`config.mk`:
```
export PLATFORM = sky130hd
export DESIGN_NAME = display_scan_driver
export DESIGN_NICKNAME = d
export VERILOG_FILES = /design/src/rtl/display_scan_driver_pkg.sv /design/src/rtl/display_scan_driver_slot_timer.sv /design/src/rtl/display_scan_driver.sv
export SDC_FILE = /design/constraint.sdc
export NUM_CORES = 1
export LEC_CHECK = 0
export ABC_AREA = 1
export ABC_CLOCK_PERIOD_IN_PS = 2190
export BUFFER_PORTS_ARGS = -buffer_cell sky130_fd_sc_hd__buf_2
export CAP_MARGIN = 30
export CELL_PAD_IN_SITES_DETAIL_PLACEMENT = 1
export CELL_PAD_IN_SITES_GLOBAL_PLACEMENT = 2
export CORE_ASPECT_RATIO = 0.6
export CORE_MARGIN = 2
export CORE_UTILIZATION = 30
export CTS_BUF_LIST = sky130_fd_sc_hd__clkbuf_4
export DETAILED_ROUTE_END_ITERATION = 16
export PLACE_DENSITY_LB_ADDON = 0.25
export SLEW_MARGIN = 20
export SYNTH_ARGS = -nofsm -noshare
export SYNTH_HDL_FRONTEND = slang
export SYNTH_SLANG_ARGS = --single-unit
```
`constraint.sdc`:
```
create_clock -name clk -period 2.19 [get_ports clk]
set_clock_uncertainty 0.05 [all_clocks]
set_input_delay 0.657 -clock clk [delete_from_list [all_inputs] [get_ports clk]]
set_output_delay 0.657 -clock clk [all_outputs]
set_load 0.005 [all_outputs]
```
`src/rtl/display_scan_driver_pkg.sv`:
```
// Shared types and helpers for the multiplexed seven-segment scan driver.
// Brightness width, digit-select sizing and the idle anode pattern live here.
package display_pkg;

    localparam int BRIGHT_W = 4;
    localparam logic [BRIGHT_W-1:0] BRIGHT_FULL = 4'd15;
    localparam int ANODE_MAX = 64;

    typedef enum logic {
        BLANK = 1'b0,
        DRIVE = 1'b1
    } scan_state_t;

    function automatic int sel_width(input int n);
        return (n < 2) ? 1 : $clog2(n);
    endfunction

    // Pattern that leaves every anode dark: all ones for active-low boards.
    function automatic logic [ANODE_MAX-1:0] anode_off(input int n, input bit active_low);
        logic [ANODE_MAX-1:0] v;
        v = '0;
        for (int i = 0; i < ANODE_MAX; i++) begin
            if (active_low && (i < n)) begin
                v[i] = 1'b1;
            end
        end
        return v;
    endfunction

endpackage

```
`src/rtl/display_scan_driver_slot_timer.sv`:
```
// Slot counter and digit index for the scan driver, with slot/frame strobes.
// Exposes next-cycle cnt/sel so the parent can register outputs aligned to them.
module slot_timer
    import display_pkg::*;
#(
    parameter int NUM_DIGITS  = 4,
    parameter int REFRESH_DIV = 50000,
    localparam int CNT_W      = $clog2(REFRESH_DIV),
    localparam int SEL_W      = sel_width(NUM_DIGITS)
) (
    input  logic             clk,
    input  logic             reset,
    input  logic             en,
    output logic [CNT_W-1:0] cnt_next,
    output logic [SEL_W-1:0] sel,
    output logic [SEL_W-1:0] sel_next,
    output logic             slot_load,
    output logic             slot_strobe,
    output logic             frame_done
);

    localparam logic [CNT_W-1:0] CNT_LAST = CNT_W'(REFRESH_DIV - 1);
    localparam logic [SEL_W-1:0] SEL_LAST = SEL_W'(NUM_DIGITS - 1);

    logic [CNT_W-1:0] cnt_reg;
    logic [SEL_W-1:0] sel_reg;
    logic             run_reg;
    logic             strobe_reg;
    logic             frame_reg;
    logic             wrap;

    always_comb begin
        wrap      = en && (cnt_reg == CNT_LAST);
        cnt_next  = '0;
        sel_next  = sel_reg;
        if (en && !wrap) begin
            cnt_next = cnt_reg + CNT_W'(1);
        end
        // Explicit wrap keeps non-power-of-two digit counts in range.
        if (wrap) begin
            sel_next = (sel_reg == SEL_LAST) ? '0 : sel_reg + SEL_W'(1);
        end
        // Inputs are captured at each slot start and on the first enabled edge
        // after reset or a pause (run_reg low).
        slot_load = en && (wrap || !run_reg);
    end

    always_ff @(posedge clk or posedge reset) begin
        if (reset) begin
            cnt_reg    <= '0;
            sel_reg    <= '0;
            run_reg    <= 1'b0;
            strobe_reg <= 1'b0;
            frame_reg  <= 1'b0;
        end else begin
            cnt_reg    <= cnt_next;
            sel_reg    <= sel_next;
            run_reg    <= en;
            strobe_reg <= wrap;
            frame_reg  <= wrap && (sel_reg == SEL_LAST);
        end
    end

    assign sel         = sel_reg;
    assign slot_strobe = strobe_reg;
    assign frame_done  = frame_reg;

endmodule

```
`src/rtl/display_scan_driver.sv`:
```
// Multiplexed seven-segment anode driver: self-timed digit slots with a blanking
// interval, per-digit enable mask and 4-bit PWM brightness, glitch-free anode register.
module display_scan_driver
    import display_pkg::*;
#(
    parameter int NUM_DIGITS       = 4,
    parameter int REFRESH_DIV      = 50000,
    parameter int BLANK_CYCLES     = 500,
    parameter bit ANODE_ACTIVE_LOW = 1'b1,
    localparam int SEL_W           = sel_width(NUM_DIGITS)
) (
    input  logic                  clk,
    input  logic                  reset,
    input  logic                  en,
    input  logic [NUM_DIGITS-1:0] digit_mask,
    input  logic [BRIGHT_W-1:0]   brightness,
    output logic [SEL_W-1:0]      sel,
    output logic [NUM_DIGITS-1:0] anode,
    output logic                  slot_strobe,
    output logic                  frame_done
);

    localparam int CNT_W = $clog2(REFRESH_DIV);
    localparam logic [NUM_DIGITS-1:0] ANODE_OFF =
        NUM_DIGITS'(anode_off(NUM_DIGITS, ANODE_ACTIVE_LOW));

    if (NUM_DIGITS < 2 || NUM_DIGITS > ANODE_MAX) begin : g_bad_num_digits
        $error("display_scan_driver: NUM_DIGITS must be in 2..%0d", ANODE_MAX);
    end
    if (REFRESH_DIV < 16) begin : g_bad_refresh_div
        $error("display_scan_driver: REFRESH_DIV must be >= 16");
    end
    if (BLANK_CYCLES < 0 || BLANK_CYCLES >= REFRESH_DIV) begin : g_bad_blank_cycles
        $error("display_scan_driver: BLANK_CYCLES must be in 0..REFRESH_DIV-1");
    end

    logic [CNT_W-1:0]      cnt_next;
    logic [SEL_W-1:0]      sel_next;
    logic                  slot_load;
    logic                  mask_reg, mask_next;
    logic [BRIGHT_W-1:0]   bright_reg, bright_next;
    logic [NUM_DIGITS-1:0] anode_reg, anode_next, drive_vec;
    scan_state_t           state_next;
    logic                  pixel_on;

    slot_timer #(
        .NUM_DIGITS  (NUM_DIGITS),
        .REFRESH_DIV (REFRESH_DIV)
    ) u_slot_timer (
        .clk         (clk),
        .reset       (reset),
        .en          (en),
        .cnt_next    (cnt_next),
        .sel         (sel),
        .sel_next    (sel_next),
        .slot_load   (slot_load),
        .slot_strobe (slot_strobe),
        .frame_done  (frame_done)
    );

    always_comb begin
        mask_next   = mask_reg;
        bright_next = bright_reg;
        if (slot_load) begin
            mask_next   = digit_mask[sel_next];
            bright_next = brightness;
        end
    end

    // Everything is evaluated on next-cycle cnt/sel so the registered anode
    // matches the counter values visible in the same cycle.
    always_comb begin
        state_next = (cnt_next >= CNT_W'(BLANK_CYCLES)) ? DRIVE : BLANK;
        pixel_on   = 1'b0;
        if (en && (state_next == DRIVE) && mask_next) begin
            pixel_on = (bright_next == BRIGHT_FULL) ||
                       (cnt_next[BRIGHT_W-1:0] < bright_next);
        end
    end

    for (genvar gi = 0; gi < NUM_DIGITS; gi++) begin : g_anode
        assign drive_vec[NUM_DIGITS-1-gi] = pixel_on && (sel_next == SEL_W'(gi));
    end

    assign anode_next = ANODE_OFF ^ drive_vec;

    always_ff @(posedge clk or posedge reset) begin
        if (reset) begin
            mask_reg   <= 1'b0;
            bright_reg <= '0;
            anode_reg  <= ANODE_OFF;
        end else begin
            mask_reg   <= mask_next;
            bright_reg <= bright_next;
            anode_reg  <= anode_next;
        end
    end

    assign anode = anode_reg;

endmodule

```
==> impl_metrics.yaml <==
synth:
  synth-async-reset-ratio: 1.000
  post_synth_instance_area_sq_um: 1861
  synth-seq-cells: 30
  synth_flop_cell: "sky130_fd_sc_hd__dfrtp_1"
  synth.mux.area_fraction: 0
  avgSynthCellArea_sq_um: 7.502
  synth.distinct_cells: 26
  sequential_area_share_after_synthesis: 0.4062
  netlist_instances: 248
  synthAdderAreaFrac: 0.03362
  synth_compound_area_frac: 0.01748
  yosys.area_share.simple: 0.4338
  largest_family_of_logic_cells_by_synthesized_area: "simple AND/OR/NAND/NOR gates"
  ys_warn_count: 0
  synthesis.nets: 264
  share_of_the_synthesized_netlist_area_taken_by_xor_and_xnor_gates: 0.009415
  synth_edf_count: 0
floorplan:
  die_width_um: 105.7
  rows: 22
  floorplan.die_area_sq_um: 6868
  io_pins: 19
  fp.dieH_um: 65
  floorplan.initialDensity: 0.3072
  design.core.area_sq_um: 6056
worst_setup_path:
  worstRegToRegCells: 15
  worstSetupStartpointType: "flop"
  setup.worst_path.end_class: "flop"
  path_max_fanout: 7
  crit_required_ns: 2.42
  timing_worst_setup_path_type: "reg -> reg"
  arrival_time_of_data_at_the_critical_path_endpoint_ns: 2.35
detailed_routing:
  dr_total_vias: 1703
  detail_route.iter0.violations: 62
  wl_met3_um: 298
  viasPerCell: 4.401
  wl_per_cell_um: 14.55
  drtAntennaViolNets: 0
  route.final.wire_length_um: 5630
  top_layer: "met4"
  route.met2.wl_um: 2128
  drc: 0
  wl_met1_um: 3161
  firstDrtPassIters: 4
status:
  status: "completed"
power:
  internal_power_mw: 0.7756
  fin_total_pwr_mw: 1.103
  power.share.clock: 0.317
  p_per_area_nw_per_um2: 446.5
  seqPwrFrac: 0.527
  power_leakage_nw: 1.243
  power.combinational.fraction: 0.156
  power.share.switching: 0.2970
  ir_drop_mv: 0.2359
  netSwitchingPower_mw: 0.3277
cts:
  num_clock_sinks: 30
  cts.path.max_buffers: 2
  clkLatencyLatePin_ns: 0.35
  cts.hold.buffers_added: 0
  worst_setup_hold_path_clk_slew_ns: 0.11
  cts_made_buffers: 5
  h-tree-depth: 2
  cts-root-buf: "sky130_fd_sc_hd__clkbuf_4"
  tritoncts: "done"
cells_and_area:
  largest_register_ff_count: 16
  layout_cell_share_with_drive_strength_beyond_1: 0.3861
  area_grow_syn2layout_pct: 32.82
  finalNetCount: 318
  stdcell_area_sq_um: 2471
  fill_cells: 764
  insertedDiodeCount: 0
  multi_input_area_sq_um: 1045
  ff_latch_area_sq_um: 757.0
  finish.cell_count_without_fillers: 387
sta:
  final_hold_violation_count: 0
  timing.final.crit_share: 0.9682
  min_period_ns: 2.120
  maxSlewHeadroom: 0.7261
  rsz_0062_raised_after_global_routing: "true"
  fin_hold_ws_ns: 0.3196
  report.final.setup_viol: 0
  max_freq_ghz: 0.4716
  final_max_slew_viols: 0
  tightest_slew_ns: 0.4108
global_routing:
  globalRouteTotalUtil: 0.1774
  initial_antenna_violation_count: 0
  first_pass_grt_wire_length_um: 9059
  grt_start_max_net_pins: 31
  grt_overflow: 0
  first_global_vias: 1700
placement:
  numPlacedInstances: 375
  place_hpwl_um: 4442
  placement.io_buffers: 18
  finalWeightedCongestion: 0.8026
  placed_cell_areas_sq_um: 2256
flow_run:
  max_cap_viol_count: 0
worst_hold_path:
  classification_of_the_worst_slack_hold_path: "in -> async"
## critical path, stage by stage (launching register included)
cell and delay, ns:
sky130_fd_sc_hd__dfrtp_1 0.41, sky130_fd_sc_hd__ha_4 0.18, sky130_fd_sc_hd__nand3_4 0.09, sky130_fd_sc_hd__nor2_4 0.15, sky130_fd_sc_hd__nand2_4 0.08, sky130_fd_sc_hd__nand2_4 0.10
sky130_fd_sc_hd__nand2_8 0.08, sky130_fd_sc_hd__o21ai_2 0.14, sky130_fd_sc_hd__inv_1 0.07, sky130_fd_sc_hd__ha_1 0.27, sky130_fd_sc_hd__nand2_1 0.08, sky130_fd_sc_hd__nand2_1 0.05
sky130_fd_sc_hd__nand2_1 0.06, sky130_fd_sc_hd__nand2_2 0.06, sky130_fd_sc_hd__nand2_4 0.10, sky130_fd_sc_hd__nand3_1 0.08
## worst paths after layout
check                                        start                 endpoint  slack (ns)
setup / recovery           u_slot_timer.cnt_reg[1]                 anode[0]        0.07
setup reg to reg           u_slot_timer.cnt_reg[1]                 anode[0]        0.07
max in group asynchronous                    reset                 anode[1]        1.43
hold / removal                               reset  u_slot_timer.frame_done        0.32
min in group clk                                en     u_slot_timer.run_reg        0.54
hold reg to reg                      bright_reg[2]            bright_reg[2]        0.55
## area by class of cell
cell class | count | share of cell area
Inverter | 44 | 0.06886
Clock buffer | 6 | 0.01823
Clock inverter | 2 | 0.003544
Tap cell | 84 | 0.04253
Timing Repair Buffer | 48 | 0.1377
Multi-Input combinational cell | 173 | 0.4228
Sequential cell | 30 | 0.3063
## synthesized netlist by cell type (2+ instances only)
master                     n  area, sq um
sky130_fd_sc_hd__dfrtp_1  26        650.6
sky130_fd_sc_hd__dfstp_2   4        105.1
sky130_fd_sc_hd__ha_1      5        62.56
sky130_fd_sc_hd__inv_1    36        135.1
sky130_fd_sc_hd__inv_2     7        26.28
sky130_fd_sc_hd__nand2_1  63        236.5
sky130_fd_sc_hd__nand2_2   8        50.05
sky130_fd_sc_hd__nand2_4   4        45.04
sky130_fd_sc_hd__nand3_1  20        100.1
sky130_fd_sc_hd__nand3_4   2        35.03
sky130_fd_sc_hd__nand4_1   8        50.05
sky130_fd_sc_hd__nor2_1   35        131.4
sky130_fd_sc_hd__nor2_2    6        37.54
sky130_fd_sc_hd__nor2_4    6        67.56
sky130_fd_sc_hd__nor3_1    3        15.01
sky130_fd_sc_hd__o21ai_0   2        10.01
sky130_fd_sc_hd__o21ai_1   2        10.01
sky130_fd_sc_hd__or2_2     2        12.51
sky130_fd_sc_hd__xor2_1    2        17.52
## cell families after synthesis
group / Yosys count
buffers and inverters: 45
adder cells (fa/ha/maj): 5
XOR/XNOR: 2
AND/OR/NAND/NOR: 160
flip-flops: 30
AO/OA/AOI/OAI: 6
## per-stage QoR
stage | setup WS, ns | util | TNS (ns)
global route | -0.03453 | 0.4081 | -0.08846
floorplan | 0.03669 | - | 0
finish | 0.06968 | 0.4081 | 0
global placement | -0.01834 | 0.3725 | -0.06445
CTS | 0.01738 | 0.3857 | 0
detailed placement | -0.06960 | 0.3725 | -0.1578
## cell usage in the layout, fill, tap and decap left out, drive strengths merged
| cell | instances |
|---|---|
| a21oi | 1 |
| and2 | 1 |
| buf | 48 |
| clkbuf | 6 |
| clkinv | 3 |
| dfrtp | 26 |
| dfstp | 4 |
| ha | 5 |
| inv | 43 |
| nand2 | 75 |
| nand3 | 23 |
| nand4 | 8 |
| nor2 | 47 |
| nor3 | 4 |
| o21ai | 4 |
| o21bai | 1 |
| or2 | 2 |
| xor2 | 2 |
## routing by layer
metal  vias up  track usage
met2        26       0.2242
met4         0      0.04934
met3         5      0.03924
li1        872            -
met1       800       0.2883
met5         -            0
## power groups by stage
stage / clock [mW] / combinational (mW) / sequential [mW]
2_1_floorplan: 0 / 0.0785 / 0.589
3_3_place_gp: 0 / 0.138 / 0.589
3_5_place_dp: 0 / 0.141 / 0.590
4_1_cts: 0.364 / 0.145 / 0.581
5_1_grt: 0.392 / 0.192 / 0.584
6_report: 0.350 / 0.172 / 0.582
## timing repair
| action | in CTS | in global routing |
|---|---|---|
| resized for setup | 5 | 26 |
| pin swaps | 1 | 11 |
| setup endpoints to repair | 4 | 4 |
| endpoints found under the hold margin | 0 | 0 |
| setup buffers | 0 | 4 |
Power figures use the tool's default switching activity.
